===== config.mk =====
export PLATFORM = sky130hd
export DESIGN_NAME = sccb_config_sequencer_flat
export DESIGN_NICKNAME = d
export VERILOG_FILES = /design/src/rtl/sccb_config_sequencer_if.sv /design/src/rtl/sccb_config_sequencer.sv /design/src/flat_wrapper.sv
export SDC_FILE = /design/constraint.sdc
export NUM_CORES = 1
export LEC_CHECK = 0
export ABC_AREA = 0
export CAP_MARGIN = 20
export CORE_ASPECT_RATIO = 1.5
export CORE_MARGIN = 3
export CORE_UTILIZATION = 45
export DETAILED_ROUTE_END_ITERATION = 7
export GPL_ROUTABILITY_DRIVEN = 0
export GPL_TIMING_DRIVEN = 0
export PLACE_DENSITY_LB_ADDON = 0.1
export SLEW_MARGIN = 40
export SYNTH_ARGS = -nofsm -noshare
export SYNTH_HDL_FRONTEND = slang
export SYNTH_SLANG_ARGS = --single-unit

===== constraint.sdc =====
create_clock -name clk_25 -period 2.2 [get_ports clk_25]
set_clock_uncertainty 0.05 [all_clocks]
set_input_delay 0.33 -clock clk_25 [delete_from_list [all_inputs] [get_ports clk_25]]
set_output_delay 0.33 -clock clk_25 [all_outputs]
set_load 0.005 [all_outputs]

===== src/rtl/sccb_config_sequencer_if.sv =====
// Signal bundle between the SCCB configuration sequencer and its register table / camera pins.
// The master side is the sequencer; the slave side is the table ROM, start source and pad logic.
interface sccb_config_sequencer_if;
  logic        start;
  logic [6:0]  cfg_index;
  logic [15:0] cfg_data;
  logic        sio_c;
  logic        sio_d_out;
  logic        sio_d_oe;
  logic        busy;
  logic        done;

  modport master (
    input  start, cfg_data,
    output cfg_index, sio_c, sio_d_out, sio_d_oe, busy, done
  );

  modport slave (
    output start, cfg_data,
    input  cfg_index, sio_c, sio_d_out, sio_d_oe, busy, done
  );
endinterface


===== src/rtl/sccb_config_sequencer.sv =====
// Walks a register table after power-up and writes each {addr, value} pair to the camera over SCCB.
// Table entries with address 8'hFF are pauses of DELAY_CYCLES instead of bus writes.
module sccb_config_sequencer #(
  parameter int         CLK_DIV      = 63,
  parameter logic [7:0] DEV_ID       = 8'h42,
  parameter int         NUM_REGS     = 75,
  parameter int         PWR_WAIT     = 25000,
  parameter int         DELAY_CYCLES = 250000,
  parameter int         GAP_CYCLES   = 64
) (
  input  logic                   clk_25,
  input  logic                   reset,
  sccb_config_sequencer_if.master bus
);

  localparam int TICK_W   = (CLK_DIV > 1) ? $clog2(CLK_DIV) : 1;
  localparam int PWR_N    = (PWR_WAIT > 0) ? PWR_WAIT : 1;
  localparam int GAP_N    = (GAP_CYCLES > 0) ? GAP_CYCLES : 1;
  localparam int DLY_N    = (DELAY_CYCLES > 0) ? DELAY_CYCLES : 1;
  localparam int WAIT_MAX = (PWR_N > DLY_N) ? ((PWR_N > GAP_N) ? PWR_N : GAP_N)
                                            : ((DLY_N > GAP_N) ? DLY_N : GAP_N);
  localparam int WAIT_W   = (WAIT_MAX > 1) ? $clog2(WAIT_MAX) : 1;

  localparam logic [TICK_W-1:0] TICK_LAST = TICK_W'(CLK_DIV - 1);
  localparam logic [WAIT_W-1:0] PWR_LAST  = WAIT_W'(PWR_N - 1);
  localparam logic [WAIT_W-1:0] GAP_LAST  = WAIT_W'(GAP_N - 1);
  localparam logic [WAIT_W-1:0] DLY_LAST  = WAIT_W'(DLY_N - 1);
  localparam logic [6:0]        LAST_IDX  = 7'(NUM_REGS - 1);

  typedef enum logic [3:0] {
    ST_IDLE, ST_PWR_WAIT, ST_FETCH, ST_START, ST_BYTE, ST_STOP, ST_GAP, ST_DELAY, ST_DONE
  } state_t;

  state_t              state_q, state_d;
  logic [TICK_W-1:0]   tick_q, tick_d;
  logic [1:0]          quarter_q, quarter_d;
  logic [3:0]          bit_q, bit_d;
  logic [1:0]          phase_q, phase_d;
  logic [WAIT_W-1:0]   wait_q, wait_d;
  logic                fetch_q, fetch_d;
  logic [6:0]          idx_q, idx_d;
  logic                busy_q, busy_d;
  logic                done_q, done_d;
  logic                sioc_q, sioc_d;
  logic                siod_q, siod_d;
  logic                oe_q, oe_d;
  logic [7:0]          addr_q, addr_d;
  logic [7:0]          val_q, val_d;
  logic [7:0]          cur_byte;
  logic                tick;

  assign tick = (tick_q == TICK_LAST);

  always_ff @(posedge clk_25 or posedge reset) begin
    if (reset) begin
      state_q   <= ST_IDLE;
      tick_q    <= '0;
      quarter_q <= '0;
      bit_q     <= '0;
      phase_q   <= '0;
      wait_q    <= '0;
      fetch_q   <= 1'b0;
      idx_q     <= '0;
      busy_q    <= 1'b0;
      done_q    <= 1'b0;
      sioc_q    <= 1'b1;
      siod_q    <= 1'b1;
      oe_q      <= 1'b1;
    end else begin
      state_q   <= state_d;
      tick_q    <= tick_d;
      quarter_q <= quarter_d;
      bit_q     <= bit_d;
      phase_q   <= phase_d;
      wait_q    <= wait_d;
      fetch_q   <= fetch_d;
      idx_q     <= idx_d;
      busy_q    <= busy_d;
      done_q    <= done_d;
      sioc_q    <= sioc_d;
      siod_q    <= siod_d;
      oe_q      <= oe_d;
    end
  end

  // Latched table entry: pure data, no reset needed.
  always_ff @(posedge clk_25) begin
    addr_q <= addr_d;
    val_q  <= val_d;
  end

  always_comb begin
    case (phase_q)
      2'd0:    cur_byte = DEV_ID;
      2'd1:    cur_byte = addr_q;
      default: cur_byte = val_q;
    endcase
  end

  always_comb begin
    state_d   = state_q;
    tick_d    = '0;
    quarter_d = quarter_q;
    bit_d     = bit_q;
    phase_d   = phase_q;
    wait_d    = '0;
    fetch_d   = 1'b0;
    idx_d     = idx_q;
    busy_d    = busy_q;
    done_d    = done_q;
    addr_d    = addr_q;
    val_d     = val_q;
    sioc_d    = 1'b1;
    siod_d    = 1'b1;
    oe_d      = 1'b1;

    case (state_q)
      ST_IDLE, ST_DONE: begin
        if (bus.start) begin
          state_d = ST_PWR_WAIT;
          idx_d   = '0;
          busy_d  = 1'b1;
          done_d  = 1'b0;
        end
      end

      ST_PWR_WAIT: begin
        if (wait_q == PWR_LAST) state_d = ST_FETCH;
        else                    wait_d  = wait_q + 1'b1;
      end

      // First cycle lets the table see the new index; second cycle captures its output.
      ST_FETCH: begin
        if (!fetch_q) begin
          fetch_d = 1'b1;
        end else begin
          addr_d    = bus.cfg_data[15:8];
          val_d     = bus.cfg_data[7:0];
          quarter_d = '0;
          bit_d     = '0;
          phase_d   = '0;
          state_d   = (bus.cfg_data[15:8] == 8'hFF) ? ST_DELAY : ST_START;
        end
      end

      ST_START: begin
        tick_d = tick ? '0 : tick_q + 1'b1;
        if (quarter_q != 2'd0) siod_d = 1'b0;
        if (quarter_q == 2'd2) sioc_d = 1'b0;
        if (tick) begin
          if (quarter_q == 2'd2) begin
            quarter_d = '0;
            state_d   = ST_BYTE;
          end else begin
            quarter_d = quarter_q + 2'd1;
          end
        end
      end

      // Quarters 0/1 hold SIO_C low, 2/3 high; the 9th bit of each phase is released for ACK.
      ST_BYTE: begin
        tick_d = tick ? '0 : tick_q + 1'b1;
        sioc_d = quarter_q[1];
        siod_d = (bit_q == 4'd8) ? 1'b1 : cur_byte[3'd7 - bit_q[2:0]];
        oe_d   = (bit_q != 4'd8);
        if (tick) begin
          quarter_d = quarter_q + 2'd1;
          if (quarter_q == 2'd3) begin
            if (bit_q == 4'd8) begin
              bit_d = '0;
              if (phase_q == 2'd2) begin
                phase_d = '0;
                state_d = ST_STOP;
              end else begin
                phase_d = phase_q + 2'd1;
              end
            end else begin
              bit_d = bit_q + 4'd1;
            end
          end
        end
      end

      ST_STOP: begin
        tick_d = tick ? '0 : tick_q + 1'b1;
        sioc_d = (quarter_q != 2'd0);
        siod_d = (quarter_q == 2'd2);
        if (tick) begin
          if (quarter_q == 2'd2) begin
            quarter_d = '0;
            state_d   = ST_GAP;
          end else begin
            quarter_d = quarter_q + 2'd1;
          end
        end
      end

      ST_GAP, ST_DELAY: begin
        if (wait_q == ((state_q == ST_GAP) ? GAP_LAST : DLY_LAST)) begin
          if (idx_q == LAST_IDX) begin
            state_d = ST_DONE;
            busy_d  = 1'b0;
            done_d  = 1'b1;
          end else begin
            idx_d   = idx_q + 7'd1;
            state_d = ST_FETCH;
          end
        end else begin
          wait_d = wait_q + 1'b1;
        end
      end

      default: state_d = ST_IDLE;
    endcase
  end

  assign bus.cfg_index = idx_q;
  assign bus.sio_c     = sioc_q;
  assign bus.sio_d_out = siod_q;
  assign bus.sio_d_oe  = oe_q;
  assign bus.busy      = busy_q;
  assign bus.done      = done_q;

endmodule


===== src/flat_wrapper.sv =====
// flat-port wrapper written by rule: the top's interface ports become plain ports
module sccb_config_sequencer_flat 
#(
  parameter int         CLK_DIV      = 63,
  parameter logic [7:0] DEV_ID       = 8'h42,
  parameter int         NUM_REGS     = 75,
  parameter int         PWR_WAIT     = 25000,
  parameter int         DELAY_CYCLES = 250000,
  parameter int         GAP_CYCLES   = 64
)
  (clk_25, reset, bus_start, bus_cfg_data, bus_cfg_index, bus_sio_c, bus_sio_d_out, bus_sio_d_oe, bus_busy, bus_done);
  sccb_config_sequencer_if bus_i ();
  input  logic clk_25;
  input  logic reset;
  input wire logic [$bits(bus_i.start)-1:0] bus_start;
  input wire logic [$bits(bus_i.cfg_data)-1:0] bus_cfg_data;
  output wire logic [$bits(bus_i.cfg_index)-1:0] bus_cfg_index;
  output wire logic [$bits(bus_i.sio_c)-1:0] bus_sio_c;
  output wire logic [$bits(bus_i.sio_d_out)-1:0] bus_sio_d_out;
  output wire logic [$bits(bus_i.sio_d_oe)-1:0] bus_sio_d_oe;
  output wire logic [$bits(bus_i.busy)-1:0] bus_busy;
  output wire logic [$bits(bus_i.done)-1:0] bus_done;
  assign bus_i.start = bus_start;
  assign bus_i.cfg_data = bus_cfg_data;
  assign bus_cfg_index = bus_i.cfg_index;
  assign bus_sio_c = bus_i.sio_c;
  assign bus_sio_d_out = bus_i.sio_d_out;
  assign bus_sio_d_oe = bus_i.sio_d_oe;
  assign bus_busy = bus_i.busy;
  assign bus_done = bus_i.done;
  sccb_config_sequencer #(.CLK_DIV(CLK_DIV), .DEV_ID(DEV_ID), .NUM_REGS(NUM_REGS), .PWR_WAIT(PWR_WAIT), .DELAY_CYCLES(DELAY_CYCLES), .GAP_CYCLES(GAP_CYCLES)) u_core (.clk_25(clk_25), .reset(reset), .bus(bus_i));
endmodule

==> run_results.csv, run 1 <==
group,metric,value,unit
pwr,power_leakage,1.676,nW
setup_path,r2r_slack,-0.06,ns
route,vias_per_cell,5.300,
synth,ys.flop_type,"dfrtp_1",
setup_path,cp_max_fo,10,
route,vias,2523,
outcome,violations,"setup timing",
synth,synthMuxAreaShare,3.113,%
cells_and_area,nets,401,
setup_path,end_kind,"flop",
clocking,cts_root_buf,"clkbuf_8",
clocking,cts.sinks,65,
clocking,cts-htree-levels,3,
pwr,seqPwrFrac,36.2,%
route,drt_pre_antenna_iters,4,
die,io_pins,31,
die,die_area,8598,um2
setup_path,start_kind,"flop",
clocking,clk_path_buf_depth,2,
route,drcViolationCount,0,
synth,synth_compound_area_share,10.27,%
outcome,outcome,"finished, violations left",
route,routedWlPerCell,14.51,um
global_routing,antenna_found_initial,0,
clocking,clk-insertion-delay-late,0.35,ns
setup_path,r2r-end,"u_core.state_q[0]$_DFFE_PP0P_",
synth,synth_fa_ha_area_share,4.077,%
global_routing,grt_max_degree,41,
synth,syn_nets,347,
pwr,ir_worst_vdd,0.4758,mV
synth,synth-xor-area-share,6.227,%
cells_and_area,fin_util,58.07,%
sta,timing.final.crit_share,102.5,%
sta,hold_violations,0,
setup_path,rr_startpoint,"u_core.state_q[1]$_DFFE_PP0P_",
route,drt-initial-drc-count,113,
sta,drv_slew,0,
cells_and_area,mostFrequentLayoutCell,"nor2_1",
setup_path,r2r_cells,7,
cells_and_area,antenna_cells,0,
die,core.rowCount,38,
placed_design,place_hpwl,4913,um
placed_design,place_area,3829,um2
sta,setup-violations-final,4,
setup_path,cp.required,2.38,ns
global_routing,grt_pass1_wl,12040,um
synth,synthCells,317,
pwr,power_density,967.9,nW/um2
die,core,7274,um2
pwr,p_int,2.830,mW
cells_and_area,final_cell_area,4224,um2
sta,setup_ws,-0.05603,ns
synth,synth_edf_count,16,
die,die_width,76.72,um
synth,ys_seq_area_share,50.67,%
cells_and_area,final_cell_mix,"nor2_1 (44), dfrtp_1 (43), clkdlybuf4s50_1 (30)",
sta,fmaxAchievable,443.3,MHz
die,initial_core_util,46.41,%
global_routing,grt_usage,17.64,%
hold_path,hp-class,"primary input to asynchronous set/reset pin",
global_routing,overflow,0,
cells_and_area,final_layout_size_suffix_gt1_share,18.88,%
synth,synth_top_family_by_area,"simple AND/OR/NAND/NOR gates",
sta,rsz0062_at_grt,"true",
synth,avgSynthCellArea,10.65,um2
synth,yosys_warnings,0,
synth,synth.distinct_cells,61,
synth,ys_ff_latch,65,
synth,synth-simple-area-share,21.65,%
pwr,clkPwrFrac,28.8,%
pwr,switchingPower,1.259,mW
sta,min_period,2.256,ns
clocking,numCtsBuffers,9,
synth,synthArstFlopShare,75.38,%
flow_run,cap_violations,0,
pwr,p_sw_share,30.78,%
route,drt-total-wl,6907,um
die,fp.dieH,112.1,um
synth,netlist_area,3376,um2
setup_path,critical_path_arrival,2.43,ns
pwr,pwr-share-comb,35.0,%
cells_and_area,syn2layout_area_growth,25.13,%
global_routing,grt_pass1_vias,2584,
placed_design,port_buffers,30,
setup_path,crit_start,"u_core.state_q[1]$_DFFE_PP0P_",
setup_path,path_class,"flop to flop",
clocking,cts_tree,"yes",
clocking,clk_pin_slew,0.07,ns
setup_path,critPathCapture,"u_core.state_q[0]$_DFFE_PP0P_",
sta,setup-tns-final,-0.1918,ns
sta,tightest_slew,0.7139,ns
route,route.antenna.remaining_nets,0,
sta,slew_headroom,51.90,%
==> worst min path at each step <==
stage | end | cells after the start | from
floorplan | u_core.addr_q[0]$_DFFE_PP_ | 0 | bus_cfg_data[8]
global placement | u_core.bus.busy$_DFFE_PP0P_ | 2 | u_core.bus.busy$_DFFE_PP0P_
detailed placement | u_core.bus.busy$_DFFE_PP0P_ | 2 | u_core.bus.busy$_DFFE_PP0P_
CTS | u_core.bit_q[3]$_DFFE_PP0P_ | 2 | reset
global route | u_core.bit_q[3]$_DFFE_PP0P_ | 2 | reset
finish | u_core.bit_q[3]$_DFFE_PP0P_ | 2 | reset
==> metrics by stage <==
step           worst slack, ns  hold WS (ns)  instances  power [mW]
3_3_place_gp           -0.3928        0.4156        447       2.762
6_report              -0.05603        0.1787        476       4.088
4_1_cts               -0.08491        0.1710        469       4.043
3_5_place_dp           -0.4100        0.4213        448       2.787
5_1_grt                -0.1400        0.2124        476       4.338
2_1_floorplan        -0.007039        0.3789        317       2.457
==> synth_stat cells (3+ instances only) <==
| master | instances | area, um2 |
|---|---|---|
| a211oi_1 | 4 | 30.03 |
| a21oi_1 | 5 | 25.02 |
| a22oi_1 | 7 | 52.55 |
| and4_1 | 3 | 26.28 |
| buf_6 | 5 | 56.30 |
| clkbuf_1 | 4 | 15.01 |
| dfrtp_1 | 46 | 1151 |
| dfstp_2 | 3 | 78.83 |
| edfxtp_1 | 16 | 480.5 |
| ha_1 | 11 | 137.6 |
| inv_1 | 12 | 45.04 |
| mux2i_1 | 3 | 30.03 |
| nand2_1 | 24 | 90.09 |
| nand2b_1 | 4 | 25.02 |
| nand3_1 | 19 | 95.09 |
| nand4_1 | 7 | 43.79 |
| nor2_1 | 45 | 168.9 |
| nor2b_1 | 3 | 18.77 |
| nor3_1 | 5 | 25.02 |
| nor4_1 | 4 | 25.02 |
| o21ai_0 | 7 | 35.03 |
| or3_1 | 4 | 25.02 |
| xnor2_1 | 10 | 87.58 |
| xor2_1 | 14 | 122.6 |
==> area by class of cell <==
type	count	area [um2]
Multi-Input combinational cell	229	1603
Tap cell	100	125.1
Clock inverter	2	60.06
Fill cell	647	3050
Clock buffer	14	172.7
Inverter	12	47.55
Timing Repair Buffer	43	410.4
Sequential cell	65	1714
Buffer	11	91.34
==> state kept, by name, summed over array words and instances, names as in the netlist <==
| name | count |
|---|---|
| u_core.bit_q | 4 |
| u_core.wait_q | 18 |
| u_core.phase_q | 2 |
| u_core.fetch_q | 1 |
| u_core.bus.done | 1 |
| u_core.bus.sio_c | 1 |
| u_core.addr_q | 8 |
| u_core.bus.busy | 1 |
| u_core.bus.sio_d_oe | 1 |
| u_core.state_q | 4 |
| u_core.bus.cfg_index | 7 |
| u_core.val_q | 8 |
| u_core.bus.sio_d_out | 1 |
| u_core.quarter_q | 2 |
| u_core.tick_q | 6 |
==> critical path, stage by stage, from the launching register on <==
cell and delay (ns):
dfrtp_1 0.42, buf_6 0.16, nor2b_4 0.14, o211a_1 0.24, a21boi_1 0.14, or4_4 0.50
nand2b_4 0.19, mux2_4 0.30
==> metal layers <==
layer  wire [um]  global-route usage (%)  share of wire, %
met5           0                       0                 0
met4         139                   9.190               2.0
met3         134                   2.729               1.9
met2        3799                   32.13                55
met1        2833                   19.57                41
==> cell families after synthesis <==
family | after synthesis
xor+xnor | 24
mux | 8
buf+inv | 23
simple gates | 139
fa+ha+maj | 11
compound gates | 47
flops | 65
==> power groups by stage <==
stage	Sequential (mW)	Combinational, mW	Clock [mW]
CTS	1.48	1.36	1.21
finish	1.48	1.43	1.18
global placement	1.51	1.25	0
global route	1.50	1.59	1.25
detailed placement	1.51	1.27	0
floorplan	1.49	0.966	0
==> repair_timing <==
item,in CTS,in global routing
gates resized for setup,9,12
pin swaps,3,9
buffers inserted,5,7
hold buffers,0,0
cloned,0,0
endpoints found under the hold margin,0,0
setup endpoints to repair,29,43
No activity file was read; power rests on OpenSTA's default activity.
==> run 2, diff against run 1 <==
--- a/config.mk
+++ b/config.mk
@@ -13,6 +13,7 @@
 export DETAILED_ROUTE_END_ITERATION = 7
 export GPL_ROUTABILITY_DRIVEN = 0
 export GPL_TIMING_DRIVEN = 0
+export MAX_ROUTING_LAYER = met4
 export PLACE_DENSITY_LB_ADDON = 0.1
 export SLEW_MARGIN = 40
 export SYNTH_ARGS = -nofsm -noshare
==> run_results.csv, run 2 (same netlist as run 1, synthesis figures left out) <==
group,metric,value,unit
sta,timing.hold.ws,0.1780,ns
sta,hold_violations,0,
pwr,ir_worst_vdd,0.4765,mV
clocking,cts-htree-levels,3,
clocking,clk-insertion-delay-late,0.35,ns
cells_and_area,fin_util,58.07,%
cells_and_area,final_layout_size_suffix_gt1_share,18.88,%
pwr,power_leakage,1.676,nW
sta,setup-violations-final,4,
route,drt-initial-drc-count,124,
clocking,cts_root_buf,"clkbuf_8",
die,die_width,76.72,um
cells_and_area,instances_no_fill,476,
sta,rsz0062_at_grt,"true",
cells_and_area,syn2layout_area_growth,25.13,%
sta,min_period,2.253,ns
die,fp.dieH,112.1,um
cells_and_area,regMostFlops,"u_core.wait_q",
placed_design,place_hpwl,4913,um
placed_design,port_buffers,30,
setup_path,crit_chain,"buf_6 -> nor2b_4 -> o211a_1 -> a21boi_1 -> or4_4 -> nand2b_4 -> mux2_4",
pwr,power_density,968.0,nW/um2
setup_path,critical_path_arrival,2.43,ns
sta,fmaxAchievable,443.9,MHz
setup_path,cp_max_fo,10,
route,routedWlPerCell,14.51,um
sta,drv_slew,0,
sta,setup_ws,-0.05297,ns
sta,timing.final.crit_share,102.4,%
global_routing,grt_pass1_vias,2583,
clocking,cts.sinks,65,
clocking,cts_tree,"yes",
setup_path,crit_slowest_cell,"or4_4",
cells_and_area,top_regs,"u_core.wait_q: 18 flops, u_core.addr_q: 8 flops, u_core.val_q: 8 flops",
hold_path,hp-class,"primary input to asynchronous set/reset pin",
die,core.rowCount,38,
clocking,numCtsBuffers,9,
global_routing,grt_pass1_wl,12030,um
clocking,clk_path_buf_depth,2,
global_routing,grt_usage,18.17,%
cells_and_area,largest_register_ffs,18,
placed_design,place_area,3829,um2
die,io_pins,31,
global_routing,grt_max_degree,41,
flow_run,cap_violations,0,
die,initial_core_util,46.41,%
sta,tightest_slew,0.7108,ns
route,route.antenna.remaining_nets,0,
outcome,violations,"setup timing",
cells_and_area,nets,401,
placed_design,dp_cells,448,
outcome,outcome,"finished, violations left",
setup_path,r2r_slack,-0.05,ns
cells_and_area,mostFrequentLayoutCell,"nor2_1",
setup_path,cp.required,2.38,ns
route,vias,2517,
setup_path,cp_slowest_stage_delay,0.51,ns
route,drt-total-wl,6907,um
route,drt_pre_antenna_iters,4,
sta,slew_headroom,52.12,%
route,drcViolationCount,0,
clocking,clk_pin_slew,0.07,ns
die,core,7274,um2
setup_path,cp_num_buf_inv,1,
global_routing,antenna_found_initial,0,
setup_path,path_class,"flop to flop",
die,die_area,8598,um2
placed_design,dp_worst_setup_slack,-0.4100,ns
setup_path,start_kind,"flop",
setup_path,crit_family,"simple AND/OR/NAND/NOR gates",
cells_and_area,final_cell_mix,"nor2_1 (44), dfrtp_1 (43), clkdlybuf4s50_1 (30)",
cells_and_area,antenna_cells,0,
setup_path,end_kind,"flop",
cells_and_area,final_cell_area,4224,um2
route,vias_per_cell,5.288,
global_routing,overflow,0,
clocking,hold_buffers,0,
## run 2: repair_timing
item	4_1_cts	5_1_grt
buffers inserted	5	7
setup endpoints to repair	29	43
pin swaps	3	9
resized for setup	9	12
## run 2: metrics by stage
stage / TNS, ns / total power, mW
after CTS: -0.3424 / 4.043
after global placement: -23.24 / 2.762
final: -0.1832 / 4.089
after global routing: -0.5476 / 4.338
after detailed placement: -5.980 / 2.787
after floorplan: -0.01167 / 2.457
## run 2: layer usage
| metal | wire length (um) | vias to the layer above | track usage, % |
|---|---|---|---|
| met3 | 144 | 11 | 2.729 |
| met2 | 3764 | 24 | 32.13 |
| met1 | 2825 | 1236 | 19.57 |
| li1 | - | 1246 | - |
| met4 | 174 | 0 | 9.190 |
| met5 | 0 | - | - |
## run 2: worst paths after layout
kind / start / to / depth (start not counted)
worst max-delay path: u_core.state_q[1]$_DFFE_PP0P_ / u_core.state_q[0]$_DFFE_PP0P_ / 7
worst min-delay path: reset / u_core.bit_q[3]$_DFFE_PP0P_ / 2
worst max register to register: u_core.state_q[1]$_DFFE_PP0P_ / u_core.state_q[0]$_DFFE_PP0P_ / 7
worst min register to register: u_core.bus.busy$_DFFE_PP0P_ / u_core.bus.busy$_DFFE_PP0P_ / 2
max in group asynchronous: reset / u_core.bus.sio_c$_DFF_PP1_ / 3
min in group clk_25: u_core.bus.busy$_DFFE_PP0P_ / u_core.bus.busy$_DFFE_PP0P_ / 2
## run 2: where the power goes
part,total (mW),internal [mW],switching (mW)
clock network,1.18,0.733,0.444
logic,1.43,0.710,0.722
registers,1.48,1.39,0.0928
total,4.09,2.83,1.26
## run 2: final cells by class
| cell class | count | area (um2) |
|---|---|---|
| multi-input cells | 229 | 1603 |
| flip-flops and latches | 65 | 1714 |
| inverters | 12 | 47.55 |
| repair buffers | 43 | 410.4 |
| clock inverters | 2 | 60.06 |
| well taps | 100 | 125.1 |
| clock buffers | 14 | 172.7 |
| fillers | 647 | 3050 |
| plain buffers | 11 | 91.34 |
